--- config.mk ---
export PLATFORM = sky130hd
export DESIGN_NAME = usb_token_decoder
export DESIGN_NICKNAME = d
export VERILOG_FILES = /design/src/rtl/usb_link_pkg.sv /design/src/rtl/usb_crc5_chk.sv /design/src/rtl/usb_token_decoder.sv
export SDC_FILE = /design/constraint.sdc
export NUM_CORES = 1
export LEC_CHECK = 0
export BUFFER_PORTS_ARGS = -buffer_cell sky130_fd_sc_hd__buf_2
export CAP_MARGIN = 0
export CELL_PAD_IN_SITES_DETAIL_PLACEMENT = 1
export CELL_PAD_IN_SITES_GLOBAL_PLACEMENT = 1
export CORE_ASPECT_RATIO = 1.4
export CORE_MARGIN = 8
export CORE_UTILIZATION = 40
export DETAILED_ROUTE_END_ITERATION = 12
export HOLD_SLACK_MARGIN = 0.06
export PLACE_DENSITY_LB_ADDON = 0.1
export SLEW_MARGIN = 20
export SYNTH_ARGS = -nofsm -noshare
export SYNTH_HDL_FRONTEND = slang
export SYNTH_HIERARCHICAL = 1
export SYNTH_SLANG_ARGS = --single-unit
--- constraint.sdc ---
create_clock -name clk -period 7 [get_ports clk]
set_input_delay 1.05 -clock clk [delete_from_list [all_inputs] [get_ports clk]]
set_output_delay 1.05 -clock clk [all_outputs]
set_load 0.01 [all_outputs]
--- src/rtl/usb_link_pkg.sv ---
// Shared definitions for the USB link layer: PID codes, CRC5 constants and
// the token receive state encoding.
package usb_link_pkg;

  localparam logic [3:0] PID_OUT   = 4'h1;
  localparam logic [3:0] PID_IN    = 4'h9;
  localparam logic [3:0] PID_SETUP = 4'hD;
  localparam logic [3:0] PID_SOF   = 4'h5;

  localparam logic [4:0] CRC5_INIT     = 5'h1F;
  localparam logic [4:0] CRC5_RESIDUAL = 5'h0C;
  localparam logic [4:0] CRC5_POLY     = 5'h05;

  typedef enum logic [2:0] {
    ST_IDLE,
    ST_B1,
    ST_B2,
    ST_DRAIN,
    ST_HOLD
  } rx_state_e;

  function automatic logic is_token_pid(input logic [3:0] pid);
    return (pid == PID_OUT) || (pid == PID_IN) || (pid == PID_SETUP) || (pid == PID_SOF);
  endfunction

endpackage

--- src/rtl/usb_crc5_chk.sv ---
// Combinational CRC5 residual check over a 16-bit token field
// (11 data bits + 5 CRC bits, shifted LSB-first).
module usb_crc5_chk
  import usb_link_pkg::*;
(
  input  logic [15:0] field_i,
  output logic        pass_o
);

  logic [4:0] crc;

  always_comb begin
    crc = CRC5_INIT;
    for (int i = 0; i < 16; i++) begin
      if (field_i[i] ^ crc[4]) crc = {crc[3:0], 1'b0} ^ CRC5_POLY;
      else                     crc = {crc[3:0], 1'b0};
    end
    pass_o = (crc == CRC5_RESIDUAL);
  end

endmodule

--- src/rtl/usb_token_decoder.sv ---
// Receive-side token decoder: validates OUT/IN/SETUP/SOF packets from the PHY
// byte stream and presents decoded fields on a valid/ready port.
//
//   state    | meaning
//   ST_IDLE  | waiting for a sop byte (byte0 = PID)
//   ST_B1    | PID accepted, expecting byte1
//   ST_B2    | byte1 stored, expecting byte2 with eop
//   ST_DRAIN | discarding bytes of a rejected packet until eop
//   ST_HOLD  | token presented, waiting for tok_ready
module usb_token_decoder
  import usb_link_pkg::*;
#(
  parameter int CNT_W       = 8,
  parameter bit ADDR_FILTER = 1'b1
) (
  input  logic             clk,
  input  logic             rst,
  input  logic [6:0]       self_addr,
  input  logic             rx_valid,
  input  logic [7:0]       rx_data,
  input  logic             rx_sop,
  input  logic             rx_eop,
  output logic             rx_ready,
  output logic             tok_valid,
  input  logic             tok_ready,
  output logic [3:0]       tok_pid,
  output logic [6:0]       tok_addr,
  output logic [3:0]       tok_endp,
  output logic [10:0]      tok_frame,
  output logic             crc5_err,
  output logic             pid_err,
  output logic             len_err,
  output logic [CNT_W-1:0] crc5_err_cnt
);

  rx_state_e   state_q;
  logic [3:0]  pid_q;
  logic [7:0]  byte1_q;

  logic        accept;
  logic [15:0] field;
  logic        crc_pass;
  logic        addr_drop;
  logic        b0_chk_ok;
  logic        b0_pid_err;
  logic        b0_len_err;
  rx_state_e   b0_state_d;

  assign rx_ready  = (state_q != ST_HOLD);
  assign accept    = rx_valid && rx_ready;
  assign field     = {rx_data, byte1_q};
  assign addr_drop = ADDR_FILTER && (pid_q != PID_SOF) && (field[6:0] != self_addr);

  usb_crc5_chk u_crc5_chk (
    .field_i (field),
    .pass_o  (crc_pass)
  );

  // Outcome of treating the current byte as byte0; shared by every state
  // because a sop always restarts decoding.
  always_comb begin
    b0_chk_ok  = (rx_data[7:4] == ~rx_data[3:0]);
    b0_pid_err = !b0_chk_ok;
    b0_len_err = 1'b0;
    b0_state_d = rx_eop ? ST_IDLE : ST_DRAIN;
    if (b0_chk_ok && is_token_pid(rx_data[3:0])) begin
      if (rx_eop) b0_len_err = 1'b1;
      else        b0_state_d = ST_B1;
    end
  end

  always_ff @(posedge clk or posedge rst) begin
    if (rst) begin
      state_q      <= ST_IDLE;
      pid_q        <= '0;
      byte1_q      <= '0;
      tok_valid    <= 1'b0;
      tok_pid      <= '0;
      tok_addr     <= '0;
      tok_endp     <= '0;
      tok_frame    <= '0;
      crc5_err     <= 1'b0;
      pid_err      <= 1'b0;
      len_err      <= 1'b0;
      crc5_err_cnt <= '0;
    end else begin
      crc5_err <= 1'b0;
      pid_err  <= 1'b0;
      len_err  <= 1'b0;
      case (state_q)
        ST_IDLE, ST_DRAIN: begin
          if (accept) begin
            if (rx_sop) begin
              state_q <= b0_state_d;
              pid_q   <= rx_data[3:0];
              pid_err <= b0_pid_err;
              len_err <= b0_len_err;
            end else if (rx_eop && state_q == ST_DRAIN) begin
              state_q <= ST_IDLE;
            end
          end
        end
        ST_B1, ST_B2: begin
          if (accept) begin
            if (rx_sop) begin
              // the truncated packet is reported, the new byte0 decoded at once
              state_q <= b0_state_d;
              pid_q   <= rx_data[3:0];
              pid_err <= b0_pid_err;
              len_err <= 1'b1;
            end else if (state_q == ST_B1) begin
              if (rx_eop) begin
                len_err <= 1'b1;
                state_q <= ST_IDLE;
              end else begin
                byte1_q <= rx_data;
                state_q <= ST_B2;
              end
            end else if (!rx_eop) begin
              len_err <= 1'b1;
              state_q <= ST_DRAIN;
            end else if (!crc_pass) begin
              crc5_err <= 1'b1;
              if (crc5_err_cnt != '1) crc5_err_cnt <= crc5_err_cnt + CNT_W'(1);
              state_q  <= ST_IDLE;
            end else if (addr_drop) begin
              state_q <= ST_IDLE;
            end else begin
              tok_valid <= 1'b1;
              tok_pid   <= pid_q;
              if (pid_q == PID_SOF) begin
                tok_addr  <= '0;
                tok_endp  <= '0;
                tok_frame <= field[10:0];
              end else begin
                tok_addr  <= field[6:0];
                tok_endp  <= field[10:7];
                tok_frame <= '0;
              end
              state_q <= ST_HOLD;
            end
          end
        end
        ST_HOLD: begin
          if (tok_ready) begin
            tok_valid <= 1'b0;
            state_q   <= ST_IDLE;
          end
        end
        default: state_q <= ST_IDLE;
      endcase
    end
  end

endmodule

After elaboration in Yosys (flattened, before gate mapping)
Cells that the tools add are included.

word-level totals
  bits in writable memories = 0
  memories = 0
  output and inout port bits = 39
  flip-flop bits (word level) = 53
  bits in read-only memories = 0
  word-level logic and storage cells = 152
  bits in latches = 0

cells by class
  muxes and demuxes = 60
  divide/modulo/power cells = 0
  reductions and logical operators = 19
  multiply operators = 0
  $lt $le $gt $ge = 0
  equality and inequality tests = 24
  shift-type cells = 0
  $add $sub $neg = 1
  bitwise operators = 36

operators with widths
  kind                   number
  $mux W3                26
  $not A2 Y2             15
  $mux W1                24
  $ne A2 B2 Y1 const B   8
  $reduce_and A7 Y1      2
  $xor A1 B1 Y1          13
  $mux W11               1
  $pmux W3 S3            1
  $add A8 B1 Y8 const B  1
  $eq A4 B3 Y1 const B   2
  $eq A4 B4 Y1 const B   2
  $mux W2                4
  $ne A8 B8 Y1 const B   1
  $reduce_and A8 Y1      1
  $mux W7                1
  $ne A7 B7 Y1           1
  $eq A3 B2 Y1 const B   2
  $ne A3 B3 Y1 const B   2
  $eq A5 B4 Y1 const B   1
  $not A1 Y1             5
  $reduce_and A5 Y1      1
  $eq A4 B1 Y1 const B   1
  $eq A4 B4 Y1           1
  $logic_and A1 B1 Y1    4
  15 further kinds       20

Longest topological paths before layout
Gate-level depths: netlist of run 1.

  depth after elaboration = 38
  mapped depth = 11
  gate-level depth less buffers = 9

Modules after synthesis
The synthesis of run 1 kept the hierarchy.

modules (own cells, without submodules)
  module             times used  sequential area each (sq um)  area an instance (sq um)  cells each
  usb_token_decoder  1           1,326.3                       2,466.1                   205
  usb_crc5_chk       1           0.0                           226.5                     26

Worst setup path after synthesis of run 1
Ideal clock, no wire load.

  path kind = input -> register
  from = input rx_data[1]
  to = register tok_addr[3]
  data arrival time = 3.385 ns
  cell stages on the path = 11
  slack = 3.494 ns
  cell sequence = xnor2_1 -> xnor2_1 -> xnor2_1 -> or3_1 -> a211oi_1 -> and4_1 -> a21oi_2 -> or2_1 -> buf_6 -> buf_6 -> a22o_1

between the ends
  longest elaborated chain between the ends = 10
  elaborated cells between the ends (all ways) = 15
  those cells by class = eq/ne (1); mux (7); bitwise (6); reduce/logical (1)

RTL lines
  item                                  RTL line                  RTL
  start: declaration                    usb_token_decoder.sv:20   input logic [7:0] rx_data,
  $xor A1 B1 Y1 *                       usb_crc5_chk.sv:15        if (field_i[i] ^ crc[4]) crc = {crc[3:0], 1'b0} ^ CRC5_POLY;
  $mux W3 *                             usb_crc5_chk.sv:15
  $mux W3                               usb_crc5_chk.sv:15
  $not A2 Y2 (no source line)           --
  $mux W3                               usb_crc5_chk.sv:15
  $xor A1 B1 Y1                         usb_crc5_chk.sv:15
  $mux W3 (2 in a row)                  usb_crc5_chk.sv:15
  $eq A5 B4 Y1 *                        usb_crc5_chk.sv:18        pass_o = (crc == CRC5_RESIDUAL);
  named net crc_pass                    usb_token_decoder.sv:42   logic crc_pass;
  $reduce_and A7 Y1 (no source line) *  --
  end signal: assignment                usb_token_decoder.sv:136  tok_addr <= field[6:0];
  end: declaration                      usb_token_decoder.sv:27   output logic [6:0] tok_addr,

The timed path passes the listed nets; every way through them passes the cells marked *.
A chain may end at the register's enable or synchronous reset.

Worst setup path after layout of run 1
  from = input rx_data[2]
  to = register tok_pid[2]

between the ends
  longest elaborated chain between the ends = 9
  elaborated cells between the ends (all ways) = 13
  those cells by class = eq/ne (1); mux (6); bitwise (5); reduce/logical (1)

RTL lines
  item                                                           RTL line                  RTL
  $xor A1 B1 Y1 *                                                usb_crc5_chk.sv:15
  $mux W3 *                                                      usb_crc5_chk.sv:15
  $mux W3 / $xor A1 B1 Y1 (equally long branches)                usb_crc5_chk.sv:15
  $not A2 Y2 (no source line) / $mux W3 (equally long branches)  --
  $mux W3                                                        usb_crc5_chk.sv:15
  $xor A1 B1 Y1 / $not A2 Y2 (equally long branches)             --
  $mux W3                                                        usb_crc5_chk.sv:15
  $eq A5 B4 Y1 *                                                 usb_crc5_chk.sv:18
  named net crc_pass                                             usb_token_decoder.sv:42
  $reduce_and A7 Y1 (no source line) *                           --
  end signal: assignment                                         usb_token_decoder.sv:130  tok_pid <= pid_q;
  end: declaration                                               usb_token_decoder.sv:26   output logic [3:0] tok_pid,

Marked as above.

==> results of run 1 <==
==> routing by layer <==
layer,GRT usage,up-vias
li1,-,931
met1,0.174,981
met2,0.243,41
met3,0.0341,6
met4,0.0423,0
met5,0,-
==> registers in the layout, indices dropped and copies added, names as in the netlist, 3 cells and up <==
name / count
tok_frame: 11
byte1_q: 8
crc5_err_cnt: 8
tok_addr: 7
pid_q: 4
tok_endp: 4
tok_pid: 4
state_q: 3
==> worst register-to-register path: cells and delay by family, from the launching register on <==
kind / cells / cell delay, ns
and+or+nand+nor: 3 / 1.26
AOI/OAI and AO/OA: 3 / 0.82
xor gates and xnor gates: 2 / 0.64
DFF: 1 / 0.50
muxes: 1 / 0.42
==> power breakdown <==
| group | total [mW] | internal (mW) | switching (mW) |
|---|---|---|---|
| clock | 0.182 | 0.0804 | 0.101 |
| sequential | 0.439 | 0.351 | 0.0888 |
| combinational | 0.372 | 0.196 | 0.176 |
| total | 0.993 | 0.627 | 0.366 |
==> cell families after synthesis <==
family	Yosys count
adder cells (fa/ha/maj)	3
buffers and inverters	16
AND/OR/NAND/NOR	67
flip-flops	53
XOR/XNOR	36
multiplexers	21
AO/OA/AOI/OAI	35
==> cell type report <==
cell class | instances | area (um^2) | area share
multi-input combinational | 162 | 1280 | 0.409
tap | 74 | 92.6 | 0.0296
sequential | 53 | 1330 | 0.424
timing repair buffer | 61 | 310 | 0.0992
clock inverter | 2 | 13.8 | 0.00440
clock buffer | 6 | 82.6 | 0.0264
inverter | 6 | 22.5 | 0.00720
==> placed cells by master (no fill, tap or decap), drive strengths merged, types with 3 or more instances in the layout <==
| cell | netlist | routed |
|---|---|---|
| ha | 3 | 3 |
| inv | 6 | 6 |
| dfrtp | 53 | 53 |
| nor2 | 5 | 5 |
| nand4 | 3 | 3 |
| o21ai | 4 | 4 |
| nor2b | 4 | 4 |
| and2 | 3 | 3 |
| a22o | 11 | 11 |
| nand3 | 3 | 3 |
| xor2 | 9 | 9 |
| nor3 | 13 | 13 |
| mux2 | 19 | 19 |
| nand2 | 18 | 18 |
| and4 | 3 | 3 |
| a21oi | 3 | 3 |
| xnor2 | 26 | 26 |
| nor4 | 3 | 3 |
| clkbuf | 6 | 6 |
| a21o | 8 | 8 |
| buf | 4 | 61 |
==> path summary, 6_finish.rpt <==
path                                end  slack (ns)
max                          tok_pid[2]        2.88
min                           tok_valid        0.48
max reg2reg                  tok_pid[2]        3.25
min reg2reg                   tok_valid        0.48
max in group asynchronous    tok_pid[3]        5.62
min in group asynchronous  tok_frame[6]        0.91
==> flow_metrics.tcl, run 1 <==
set metrics [dict create \
    routedWlPerCell_um 17.9 \
    timing.final.ws_setup_ns 2.88 \
    area_growth_syn_to_layout_pct 16.2 \
    timing.rr.start "byte1_q[4]" \
    post_synth_instance_area_mm2 0.00269 \
    post_dp_cell_area_mm2 0.00303 \
    timing.critical_path.buf_inv 1 \
    htree_num_levels 2 \
    dr_wl_met3_um 277 \
    post_synthesis_instance_total 231 \
    synth_compound_gate_area_share 0.0985 \
    grt-ovfl-total 0 \
    drt_drc_violations_left 0 \
    filler_cell_count 742 \
    crit_slowest_cell "or2_1" \
    detail_route.wirelength_um 6530 \
    leakage_nw 1.61 \
    cts_buffer_depth 2 \
    hold_path_depth 2 \
    met2_length_um 3190 \
    largest_fanout_on_the_critical_path 28 \
    worst-r2r-cell-count 9 \
    finalSetupViolCount 0 \
    finalSetupTns_ns 0 \
    hold_path_startpoint "tok_valid" \
    layout_cell_share_with_drive_strength_beyond_1 0.328 \
    max_slew_margin 0.320 \
    maxClockFrequency_mhz 243 \
    final_net_count 313 \
    critPathArrivalTime_ns 4.31 \
    number_of_enable_flip_flop_cells_after_synthesis 0 \
    crit_type "in2reg" \
    post_cts_resized 0 \
    cpLargestDelayFamily "simple AND/OR/NAND/NOR gates" \
    clk_transition_reported_paths_ns 0.10 \
    instances_no_fill 364 \
    setup.worst_path.start "rx_data[2]" \
    clock_sink_count 53 \
    ys_ff_latch 53 \
    track_usage 0.143 \
    vias_per_cell 5.38 \
    placer_congestion_estimate 0.786 \
    antenna_violations_before_repair 0 \
    final_max_slew_viol_count 0 \
    tritoncts "built" \
    cts_setup_buffers 0 \
    detailed_place_hpwl_um 4990 \
    drt_first_pass_iters 5 \
    pre_cts_slack_ns 2.53 \
    synth.top_cell.area_share 0.493 \
    rsz0062_at_grt "no" \
    std_cell_rows 35 \
    synth-simple-area-share 0.151 \
    layout.cell_area.non_filler_mm2 0.00313 \
    setup.worst_path.start_class "input pin" \
    cp_cell_sequence "buf_2 -> xnor2_1 -> xnor3_1 -> and2_1 -> a221oi_1 -> a211oi_1 -> and4_1 -> a21oi_2 -> or2_1 -> mux2_2" \
    cpPeakStageDelay_ns 0.85 \
    cts_inserted_buffers 5 \
    ant_nets 0 \
    area_of_the_die_mm2 0.00965 \
    ir_worst_vdd_v 0.000162 \
    post_synth_fa_ha_maj_area_fraction 0.0139 \
    maximum_number_of_pins_on_one_net_before_global_route_repair 54 \
    max_cap_violations 0 \
    run_status "finished, final reports clean" \
    main_combinational_cell_family_by_area_after_synthesis "simple AND/OR/NAND/NOR gates" \
    ys.flop_type "dfrtp_1" \
    synth.net_count 255 \
    fin_worst_hold_slack_ns 0.484 \
    dpl.cell_count 356 \
    critical_path_required_ns 7.19 \
    synth.area.mux_share 0.0869 \
    synth.top_cells.by_count "53 x dfrtp_1, 25 x xnor2_1, 19 x mux2_2, 18 x nand2_1, 12 x nor3_1" \
    placement.io_buffers 59 \
    worst_hold_path_type "reg2reg" \
    layout_min_cycle_time_ns 4.12 \
    synthTopCellsByArea "dfrtp_1 49%, xnor2_1 8.1%, mux2_2 7.9%" \
    synth.largest_area_cell "dfrtp_1" \
    wire_length_on_met1_um 2990 \
    p_total_mw 0.993 \
    layout_worst_path_cycle_share 0.589 \
    clockRootBuffer "clkbuf_8" \
    first_iter_violations 38 \
    number_of_global_route_vias_before_repair 2188 \
    diodes 0 \
    vias 1959 \
    actual_slew_at_the_worst_max_slew_pin_ns 1.02 \
    synth_async_sr_flop_share 1.00 \
    synth-warning-count 6 \
    die_w_um 85.3 \
    fin_skew_ns 0.0122 \
    core_mm2 0.00657 \
    top_signal_layer_used "met4" \
    io-pin-count 60 \
    initial_utilization 0.410 \
    clock_insertion_delay_worst_skew_ns 0.31 \
    report.final.hold_viol_count 0 \
    chipHeight_um 113 \
    yosysUniqueCellTypes 46 \
    end_kind "flop" \
    cp_num_cells 10 \
    yosys.area_share.xor_xnor 0.125 \
    power.density_cell_area_mw_per_mm2 317 \
    synth_seq_area_share 0.493 \
    cts-hold-fix-buffers 0 \
    final_core_utilization 0.476 \
    synthMostInstantiatedCell "dfrtp_1" \
    grt_first_pass_wirelength_um 11100 \
    synthesis.area_per_instance_um2 11.7 \
]
Note: power is estimated with default switching activity, not from simulation.
==> inputs of run 2 (changes only) <==
Settings changed: CORE_UTILIZATION 40 to 38.
Clock period 7 ns to 3.32 ns, I/O delays scaled along.
==> run 2 against run 1 <==
Utilization shrank 0.45 points. First-iteration DRC count is 89% higher. Via count is 1.0% higher. Largest power group is now combinational cells. Highest routed layer unchanged. Total power rose by 130%. Worst setup slack got worse by 2.6 ns. Sequential power rose by 98%. Die area grew 4.4%. Global-route usage rose by 0.56 points. Largest cell class unchanged. Worst hold slack lost 0.21 ns.
==> flow_metrics.tcl, run 2 (synthesis gave the netlist of run 1 again) <==
set metrics [dict create \
    run_status "finished, final reports clean" \
    mostFrequentLayoutCells "59 x buf_2, 53 x dfrtp_1, 25 x xnor2_1" \
    largest_fanout_on_the_critical_path 12 \
    largest_reg_flops 11 \
    ir_worst_vdd_v 0.000419 \
    first_iter_violations 72 \
    filler_cell_count 802 \
    report.final.hold_viol_count 0 \
    cts-hold-fix-buffers 0 \
    ant_nets 0 \
    final_net_count 325 \
    clock_insertion_delay_worst_skew_ns 0.32 \
    clockRootBuffer "clkbuf_8" \
    largest-register "tok_frame" \
    detail_route.wirelength_um 6970 \
    cts_buffer_depth 2 \
    crit_type "reg2reg" \
    final_max_slew_viol_count 0 \
    tritoncts "built" \
    multiInputGateArea_mm2 0.00129 \
    layout_cell_share_with_drive_strength_beyond_1 0.351 \
    layout.cells.most_common "buf_2" \
    std_cell_rows 36 \
    max_slew_margin 0.493 \
    final_core_utilization 0.472 \
    detailed_place_hpwl_um 5360 \
    fin_skew_ns 0.0120 \
    cts_inserted_buffers 5 \
    htree_num_levels 2 \
    drt_drc_violations_left 0 \
    finalSetupTns_ns 0 \
    p_total_mw 2.25 \
    rsz0062_at_grt "no" \
    routedWlPerCell_um 17.6 \
    post_cts_resized 0 \
    area_growth_syn_to_layout_pct 21.6 \
    power.density_cell_area_mw_per_mm2 687 \
    reg_top3 "tok_frame: 11 flops, byte1_q: 8 flops, crc5_err_cnt: 8 flops" \
    critPathArrivalTime_ns 3.23 \
    layout_min_cycle_time_ns 3.02 \
    clk_transition_reported_paths_ns 0.10 \
    core_mm2 0.00694 \
    critical_path_required_ns 3.52 \
    chipHeight_um 116 \
    track_usage 0.149 \
    maximum_number_of_pins_on_one_net_before_global_route_repair 33 \
    layout_worst_path_cycle_share 0.911 \
    seq_area_mm2 0.00133 \
    end_kind "flop" \
    grt_first_pass_wirelength_um 11600 \
    pre_cts_slack_ns 0.0548 \
    actual_slew_at_the_worst_max_slew_pin_ns 0.756 \
    drt_first_pass_iters 3 \
    timing.final.ws_setup_ns 0.296 \
    clock_sink_count 53 \
    placement.io_buffers 59 \
    antenna_violations_before_repair 0 \
    io-pin-count 60 \
    grt-ovfl-total 0 \
    max_cap_violations 0 \
    cts_setup_buffers 0 \
    placer_congestion_estimate 0.747 \
    setup.worst_path.start_class "flop" \
    area_of_the_die_mm2 0.0101 \
    finalSetupViolCount 0 \
    diodes 0 \
    vias 1979 \
    vias_per_cell 4.98 \
    number_of_global_route_vias_before_repair 2314 \
    leakage_nw 1.67 \
    worst_hold_path_type "in2async" \
    die_w_um 87.1 \
    initial_utilization 0.388 \
    maxClockFrequency_mhz 331 \
]
run 2: path summary, 6_finish.rpt:
kind                       depth (start not counted)          from  slack, ns              end
max                                               10    byte1_q[1]       0.30       tok_pid[2]
min                                                2           rst       0.28  crc5_err_cnt[2]
max reg2reg                                       10    byte1_q[1]       0.30       tok_pid[2]
min reg2reg                                        1  tok_frame[5]       0.48     tok_frame[5]
max in group asynchronous                          3           rst       2.27       tok_pid[3]
min in group clk                                   2     tok_ready       0.39       state_q[2]
run 2: cell type report:
type	count	share of cell area
sequential	53	0.405
tap	95	0.0363
multi-input combinational	162	0.394
clock buffer	7	0.0264
timing repair buffer	73	0.122
inverter	6	0.00688
clock inverter	1	0.00917
run 2: critical path, stage by stage (launching register included):
cell and delay, ns:
dfrtp_1 0.48, xor2_1 0.21, xnor2_1 0.20, xnor2_1 0.10, or3_1 0.31, a211oi_1 0.40, and4_1 0.33, a21oi_4 0.12
or2_1 0.28, buf_4 0.20, mux2_2 0.28
run 2: per-stage QoR:
| step | area, um^2 | std cells | hold slack (ns) |
|---|---|---|---|
| 5_1_grt | 3270 | 397 | 0.332 |
| 4_1_cts | 3270 | 397 | 0.305 |
| 3_5_place_dp | 3150 | 389 | 0.465 |
| 6_report | 3270 | 397 | 0.277 |
| 3_3_place_gp | 3150 | 389 | 0.460 |
| 2_1_floorplan | 2690 | 231 | 0.489 |
run 2: layer usage:
layer	GRT usage	wire [um]	vias to the layer above
met3	0.0376	361	10
met2	0.268	3700	41
met4	0.0565	119	0
li1	-	-	949
met5	0	0	-
met1	0.161	2790	979
run 2: report_power, final:
part           internal [mW]  switching [mW]  total [mW]
sequential             0.740           0.128       0.868
clock                  0.246           0.214       0.460
combinational          0.469           0.453       0.921
